==> src/rtl/noc_eject_sink.sv <==
// noc_eject_sink
// Ejection-side collector for the 4x4 torus NoC. Sixteen nodes present
// 16-bit packets on their ejection lanes; a round-robin arbiter accepts
// at most one per cycle into a FIFO that feeds a single output stream.
// Each accepted packet is tagged when its destination field does not
// match the coordinates of the node that ejected it.
//
// Ports:
//   clk        rising-edge clock
//   reset      synchronous, active-high
//   ejection   node i packet on [16i+15:16i]
//   EJ_req     per-node valid
//   EJ_ans     one-hot accept (combinational), zero when full or in reset
//   out_data   packet at FIFO head
//   out_src    ejecting node index of the head packet
//   out_err    head packet destination mismatch
//   out_valid  FIFO non-empty
//   out_ready  consumer takes the head when out_valid & out_ready
//   rx_count   accepted packets since reset, saturating
//   err_count  misrouted packets accepted since reset, saturating
module noc_eject_sink #(
   parameter int LL    = 16,
   parameter int DEPTH = 8
) (
   input  logic             clk,
   input  logic             reset,
   input  logic [LL*LL-1:0] ejection,
   input  logic [LL-1:0]    EJ_req,
   output logic [LL-1:0]    EJ_ans,
   output logic [LL-1:0]    out_data,
   output logic [3:0]       out_src,
   output logic             out_err,
   output logic             out_valid,
   input  logic             out_ready,
   output logic [15:0]      rx_count,
   output logic [15:0]      err_count
);

   localparam int AW = $clog2(DEPTH);
   localparam logic [AW:0] FULL_CNT = (AW+1)'(DEPTH);

   logic [3:0]    ptr_q, ptr_d;
   logic [AW-1:0] wrPtr_q, wrPtr_d;
   logic [AW-1:0] rdPtr_q, rdPtr_d;
   logic [AW:0]   count_q, count_d;
   logic [15:0]   rxCount_q, rxCount_d;
   logic [15:0]   errCount_q, errCount_d;

   logic [LL-1:0] dataMem [DEPTH];
   logic [3:0]    srcMem  [DEPTH];
   logic          errMem  [DEPTH];

   logic          grantFound;
   logic [3:0]    grantIdx;
   logic [3:0]    scanIdx;
   logic          doGrant;
   logic          doPop;
   logic [LL-1:0] grantPkt;
   logic          grantErr;

   // Round-robin search: walk the nodes starting at the pointer and take
   // the first requester. The pointer is 4 bits so the walk wraps 15 -> 0.
   always_comb begin
      grantFound = 1'b0;
      grantIdx   = '0;
      scanIdx    = '0;
      for (int k = 0; k < LL; k++) begin
         scanIdx = ptr_q + 4'(k);
         if (!grantFound && EJ_req[scanIdx]) begin
            grantFound = 1'b1;
            grantIdx   = scanIdx;
         end
      end
   end

   // Accept only with room in the FIFO as it stands before the edge, so a
   // pop on a full FIFO frees the slot for the following cycle only.
   // Packet coordinates are checked against the node index {y,x}.
   always_comb begin
      doGrant  = grantFound && (count_q != FULL_CNT) && !reset;
      doPop    = (count_q != '0) && out_ready;
      grantPkt = ejection[grantIdx*LL +: LL];
      grantErr = (grantPkt[15:14] != grantIdx[1:0]) |
                 (grantPkt[13:12] != grantIdx[3:2]);
      EJ_ans   = doGrant ? ({{(LL-1){1'b0}}, 1'b1} << grantIdx) : '0;
   end

   // Next-state for pointers, occupancy and the saturating counters.
   always_comb begin
      ptr_d      = ptr_q;
      wrPtr_d    = wrPtr_q;
      rdPtr_d    = rdPtr_q;
      count_d    = count_q;
      rxCount_d  = rxCount_q;
      errCount_d = errCount_q;
      if (doGrant) begin
         ptr_d   = grantIdx + 4'd1;
         wrPtr_d = wrPtr_q + AW'(1);
         if (rxCount_q != 16'hFFFF) begin
            rxCount_d = rxCount_q + 16'd1;
         end
         if (grantErr && (errCount_q != 16'hFFFF)) begin
            errCount_d = errCount_q + 16'd1;
         end
      end
      if (doPop) begin
         rdPtr_d = rdPtr_q + AW'(1);
      end
      case ({doGrant, doPop})
         2'b10:   count_d = count_q + (AW+1)'(1);
         2'b01:   count_d = count_q - (AW+1)'(1);
         default: count_d = count_q;
      endcase
   end

   // Control state; reset discards the FIFO by clearing the pointers.
   always_ff @(posedge clk) begin
      if (reset) begin
         ptr_q      <= '0;
         wrPtr_q    <= '0;
         rdPtr_q    <= '0;
         count_q    <= '0;
         rxCount_q  <= '0;
         errCount_q <= '0;
      end else begin
         ptr_q      <= ptr_d;
         wrPtr_q    <= wrPtr_d;
         rdPtr_q    <= rdPtr_d;
         count_q    <= count_d;
         rxCount_q  <= rxCount_d;
         errCount_q <= errCount_d;
      end
   end

   // FIFO storage needs no reset; only entries below the occupancy count
   // are ever presented as valid.
   always_ff @(posedge clk) begin
      if (doGrant) begin
         dataMem[wrPtr_q] <= grantPkt;
         srcMem[wrPtr_q]  <= grantIdx;
         errMem[wrPtr_q]  <= grantErr;
      end
   end

   // The head entry is exposed directly from storage.
   always_comb begin
      out_data  = dataMem[rdPtr_q];
      out_src   = srcMem[rdPtr_q];
      out_err   = errMem[rdPtr_q];
      out_valid = (count_q != '0);
      rx_count  = rxCount_q;
      err_count = errCount_q;
   end

endmodule

==> config.mk <==
export PLATFORM = sky130hd
export DESIGN_NAME = noc_eject_sink
export DESIGN_NICKNAME = d
export VERILOG_FILES = /design/src/rtl/noc_eject_sink.sv
export SDC_FILE = /design/constraint.sdc
export NUM_CORES = 1
export LEC_CHECK = 0
export BUFFER_PORTS_ARGS = -buffer_cell sky130_fd_sc_hd__buf_2
export CORE_ASPECT_RATIO = 0.8
export CORE_UTILIZATION = 55
export DETAILED_ROUTE_END_ITERATION = 6
export HOLD_SLACK_MARGIN = 0.05
export PLACE_DENSITY = 0.82
export SYNTH_ARGS = -nofsm -noshare
export SYNTH_HDL_FRONTEND = slang
export SYNTH_SLANG_ARGS = --single-unit
export TNS_END_PERCENT = 20
==> constraint.sdc <==
create_clock -name clk -period 8.46 [get_ports clk]
set_input_delay 0.846 -clock clk [delete_from_list [all_inputs] [get_ports clk]]
set_output_delay 0.846 -clock clk [all_outputs]
set_load 0.1 [all_outputs]
==> results of run 1 <==
## layer usage
layer  up-vias  global-route usage  share of wire
met3       142              0.0577           0.11
met2       924               0.607           0.48
met4         0               0.143          0.043
li1       5550                   -              -
met1      6229               0.485           0.37
met5         -                   0              0
## worst min path at each step
| stage | end | startpoint | slack (ns) |
|---|---|---|---|
| 6_report | rdPtr_q[1] | rdPtr_q[1] | 0.49 |
| 5_1_grt | err_count[8] | err_count[8] | 0.51 |
| 4_1_cts | err_count[8] | err_count[8] | 0.49 |
| 3_5_place_dp | err_count[8] | err_count[8] | 0.47 |
| 3_3_place_gp | err_count[8] | err_count[8] | 0.46 |
| 2_1_floorplan | flop | rdPtr_q[1] | 0.45 |
## metrics by stage
stage / hold slack (ns) / setup WS (ns) / util
floorplan: 0.454 / 0.527 / -
global placement: 0.465 / 1.10 / 0.659
detailed placement: 0.474 / 0.784 / 0.659
CTS: 0.490 / 0.741 / 0.685
global route: 0.507 / 0.194 / 0.686
finish: 0.490 / 0.686 / 0.686
## cells by family (layout without fill, tap and decap cells)
| family | after synthesis | in the layout |
|---|---|---|
| xor gates and xnor gates | 38 | 38 |
| DFF | 217 | 217 |
| buffers and inverters | 118 | 448 |
| AOI/OAI and AO/OA | 207 | 207 |
| other | 0 | 2 |
| and+or+nand+nor | 441 | 441 |
| adders and majority gates | 21 | 21 |
| muxes | 223 | 223 |
## registers in the layout, indices dropped and copies added (netlist names), named ones only
signal and count:
dataMem 128, srcMem 32, err_count 16, rx_count 16
errMem 8, count_q 4, ptr_q 4, rdPtr_q 3
wrPtr_q 3
## Yosys cell counts (25+ instances only)
master	number	area, sq um
a311oi_1	25	219
clkbuf_1	57	214
dfxtp_1	49	981
edfxtp_1	168	5040
mux2_2	42	473
and3_1	38	238
mux2i_1	94	941
nor2_1	75	282
nand2_1	179	672
nand3_1	60	300
mux4_2	86	1940
a21oi_1	41	205
## worst max-delay path, cell delays in order, from the launching register on
cell and delay (ns):
dfxtp_1 0.58, clkinv_1 0.18, ha_1 0.55, buf_4 0.29
mux2_2 0.38, nor3_1 0.26, a2111oi_1 0.10, buf_4 0.20
or4_1 0.75, or4b_1 0.72, o31a_1 0.43, a2bb2oi_4 0.20
buf_4 0.50, nand2_1 0.15, a21oi_1 0.20, nor3_1 0.11
a2111oi_4 0.59, xnor2_1 0.27, a21oi_1 0.76, a311oi_1 0.20
a41o_1 0.24
## layout make-up
type	instances	area share
inverter	27	0.00599
clock buffer	24	0.0317
sequential	217	0.356
timing repair buffer	383	0.126
clock inverter	14	0.00732
antenna	2	0.000296
tap	318	0.0235
multi-input combinational	930	0.449
==> metrics, run 1 <==
status completed; GR Overflow Total 0; GP Congestion 1.05; yosys warns 0; Async S/R FF share, synth 0; worst slew pin tran 0.992 ns; initial antenna violation count 1; commonest non-fill, non-tap cell in the layout buf_2; main combinational cell family by area after synthesis multiplexers; die footprint 0.0262 sq mm; Critical Path RT 8.85 ns; cells resized by post-CTS repair 0; CTS sink cnt 217; Num CTS Buffers 21; fin crit share 0.919; final WL 49.1 mm; Post CTS Setup Buffer Count 0; Final setup viols 0; Post-synth EDFFs 168; CP Launch Point ptr_q[1]; Netlist cell types 75; Starting Density 0.569; Pins Over Slew Limit 0; largest net degree at the start of global routing 122; hold path depth 2; Max-Cap Viols 0; Syn Nets 1561; Seq/Total Area, Yosys 0.429; clk_lat worst skew 0.51 ns; crit path DAT 8.16 ns; multi-input gate area in the final layout 0.00761 sq mm; H-tree depth 1; Wirelength per Cell 25.6 um; row count 51; register area 0.00603 sq mm; area grow syn2layout 20.4%; post-DP HPWL 35.3 mm; Reg2Reg Depth 20; Die Wd 181 um; worst reg2reg endpoint err_count[7]; TritonCTS clock tree yes; Final Hold Viols 0; fmax 129 MHz; startpoint types flop; Synth Area in Compound Gates 0.109; clk root buf clkbuf_16; starting DRC count in detailed routing 1662; DR pass1 iterations 5; xor-xnor portion of the synthesized cell area 0.0237; I/O pin total 345; #FFs+latches synth 217; Synth Area in Simple Gates 0.146; RSZ-0062 raised after global routing false; Port Buffers 344; worst rel slew slack 0.332; Fin Clk Skew 0.0206 ns; layout cells sized above 1 0.356; gr usage total 0.366; ANT nets after route 0; most frequent cells in the layout buf_2 (337), nand2_1 (178), edfxtp_1 (168); Cells after Synth 1265; Min-Delay Path Class flop to flop; vias in the first global route 12.3k; fillers 1834; area of the mapped netlist 0.0141 sq mm; post-layout net count 1876; mux share of post-synthesis cell area 0.239; first-pass GRT wire length 73.3 mm; Core Region 0.0247 sq mm; Synth Area in Adders 0.0192; Post-Layout Inst Area 0.0169 sq mm; Layout Cells excl Fill 1915; crit path to err_count[7]; CTS Buffer Depth 3; CP Max Fanout 46; crit path kind flop to flop; drt via density 6.71; Setup TNS 0 ns; via count 12.8k; Cells after DPL 1875; hold_buf cts 0; DIE HEIGHT 145 um; r2r setup slk 0.69 ns; Worst R2R Start ptr_q[1]; dpl cell area 0.0163 sq mm; syn_area_per_cell 11.1 sq um; DRC viols 0; Worst Setup End Kind flop; Tmin final 7.77 ns; Clk pin slew, worst setup/hold paths 0.07 ns; Main synth FF type edfxtp_1
Power of run 1 is left out: the tool's default activity adds up to more than one toggle a clock period on the data nets, which glitch-free logic cannot reach.
==> run 2, diff against run 1 <==
--- a/config.mk
+++ b/config.mk
@@ -7,10 +7,10 @@
 export LEC_CHECK = 0
 export BUFFER_PORTS_ARGS = -buffer_cell sky130_fd_sc_hd__buf_2
 export CORE_ASPECT_RATIO = 0.8
-export CORE_UTILIZATION = 55
+export CORE_UTILIZATION = 50
 export DETAILED_ROUTE_END_ITERATION = 6
 export HOLD_SLACK_MARGIN = 0.05
-export PLACE_DENSITY = 0.82
+export PLACE_DENSITY = 0.76
 export SYNTH_ARGS = -nofsm -noshare
 export SYNTH_HDL_FRONTEND = slang
 export SYNTH_SLANG_ARGS = --single-unit
==> constraint.sdc (replaced) <==
create_clock -name clk -period 9.9 [get_ports clk]
set_input_delay 0.99 -clock clk [delete_from_list [all_inputs] [get_ports clk]]
set_output_delay 0.99 -clock clk [all_outputs]
set_load 0.1 [all_outputs]
==> run 2 against run 1 <==
Compared with the run above: setup slack better by 0.30 ns; fmax down 13%; global-route usage down 4.1 points; critical path depth up 1; sequential share of layout area up 0.23 points; routed wire length down 2.6%; via count down 2.3%.
==> metrics, run 2 (synthesis results as in run 1) <==
row count 54 (was 51); Setup TNS 0 ns (unchanged); Fin Clk Skew 0.0164 ns (was 0.0206 ns); dpl cell area 0.0162 sq mm (was 0.0163 sq mm); die footprint 0.0288 sq mm (was 0.0262 sq mm); pre-CTS setup slack 1.33 ns (was 0.784 ns); crit path DAT 9.30 ns (was 8.16 ns); flip-flop count of the largest register after layout 128 (unchanged); Wirelength per Cell 24.4 um (was 25.6 um); DIE HEIGHT 152 um (was 145 um); most frequent cells in the layout buf_2 (344), nand2_1 (178), edfxtp_1 (168) (was buf_2 (337), nand2_1 (178), edfxtp_1 (168)); final WL 47.8 mm (was 49.1 mm); I/O pin total 345 (unchanged); Min-Delay Path Class flop to flop (unchanged); largest net degree at the start of global routing 54 (was 122); drt via density 6.41 (was 6.71); post-DP HPWL 35.8 mm (was 35.3 mm); Tmin final 8.91 ns (was 7.77 ns); GP Congestion 1.01 (was 1.05); area grow syn2layout 19.6% (was 20.4%); Critical Path RT 10.29 ns (was 8.85 ns); fmax 112 MHz (was 129 MHz); DRC viols 0 (unchanged); status completed (unchanged); worst slew pin tran 1.14 ns (was 0.992 ns); Final setup viols 0 (unchanged); Clk pin slew, worst setup/hold paths 0.07 ns (about the same); fin crit share 0.900 (was 0.919); ANT nets after route 0 (unchanged); CP Max Fanout 32 (was 46); H-tree depth 1 (unchanged); layout cells sized above 1 0.354 (was 0.356); hold path depth 2 (unchanged); vias in the first global route 11.7k (was 12.3k); clk root buf clkbuf_16 (unchanged); fillers 2240 (was 1834); worst rel slew slack 0.238 (was 0.332); Final Hold Viols 0 (unchanged); crit path kind flop to flop (unchanged); final worst slack 0.989 ns (was 0.686 ns); TritonCTS clock tree yes (unchanged); Port Buffers 344 (unchanged); cells resized by post-CTS repair 0 (unchanged); Worst Setup End Kind flop (unchanged); post-layout net count 1872 (was 1876); Die Wd 190 um (was 181 um); DR pass1 iterations 7 (was 5); commonest non-fill, non-tap cell in the layout buf_2 (unchanged); GR Overflow Total 0 (unchanged); clk_lat worst skew 0.50 ns (was 0.51 ns); CTS sink cnt 217 (unchanged); initial antenna violation count 10 (was 1); hold_buf cts 0 (unchanged); Reg2Reg Depth 21 (was 20); Max-Cap Viols 0 (unchanged); Post-Layout Inst Area 0.0168 sq mm (was 0.0169 sq mm); Pins Over Slew Limit 0 (unchanged); startpoint types flop (unchanged); first-pass GRT wire length 71.3 mm (was 73.3 mm); RSZ-0062 raised after global routing false (unchanged); CTS Buffer Depth 3 (unchanged); gr usage total 0.325 (was 0.366); Regs by FF count dataMem: 128 flops, srcMem: 32 flops (unchanged); Post CTS Setup Buffer Count 0 (unchanged); Num CTS Buffers 21 (unchanged); Core Region 0.0274 sq mm (was 0.0247 sq mm); via count 12.6k (was 12.8k); Starting Density 0.513 (was 0.569); Biggest register dataMem (unchanged); starting DRC count in detailed routing 1371 (was 1662)
==> run 2: cell count changes in the layout (fill, tap and decap cells not counted), sizes merged <==
cell,previous run,this run
clkinvlp,3,0
clkinv,11,9
buf,383,379
inv,26,28
clkbuf,24,25
diode,2,6
==> run 2: final timing paths <==
kind | startpoint | endpoint | slack (ns)
max | ptr_q[1] | err_count[7] | 0.99
min reg2reg | rx_count[1] | rx_count[1] | 0.50
max reg2reg | ptr_q[1] | err_count[7] | 0.99
min | rx_count[1] | rx_count[1] | 0.50
==> run 2: cell type report <==
| class | instances | area, sq um | area share |
|---|---|---|---|
| clock inverter | 11 | 82.6 | 0.00491 |
| clock buffer | 25 | 551 | 0.0327 |
| multi-input combinational | 930 | 7610 | 0.452 |
| timing repair buffer | 379 | 1980 | 0.118 |
| sequential | 217 | 6030 | 0.358 |
| antenna | 6 | 15.0 | 0.000892 |
| tap | 364 | 455 | 0.0271 |
| inverter | 27 | 101 | 0.00602 |
==> run 2: per-stage QoR <==
stage / std cells / hold slack [ns] / utilization
6_report: 1959 / 0.498 / 0.613
5_1_grt: 1955 / 0.518 / 0.613
4_1_cts: 1953 / 0.500 / 0.613
3_5_place_dp: 1917 / 0.483 / 0.590
3_3_place_gp: 1917 / 0.472 / 0.590
2_1_floorplan: 1265 / 0.454 / -
==> run 2: critical path: stages (launching register included) <==
cell,delay [ns]
dfxtp_1,0.31
buf_4,0.37
clkinv_1,0.45
ha_1,0.85
buf_4,0.29
mux2_2,0.38
nor3_1,0.33
nor4_1,0.11
buf_4,0.19
or4_1,0.74
nor2_1,0.78
nand3_1,0.32
o211ai_1,0.29
nand2_1,0.16
inv_2,0.52
mux2i_1,0.18
o2111a_1,0.29
a2111oi_4,0.68
xnor2_1,0.28
a21oi_1,0.80
a311oi_1,0.20
a41o_1,0.24
==> run 2: routing by layer <==
metal | vias to the layer above | wire length, um | global-route usage
met2 | 815 | 22000 | 0.509
met5 | - | 69 | 0
met3 | 83 | 5380 | 0.0855
met4 | 10 | 1480 | 0.0941
li1 | 5560 | - | -
met1 | 6087 | 18900 | 0.445
Power of run 2 is left out for the same reason.
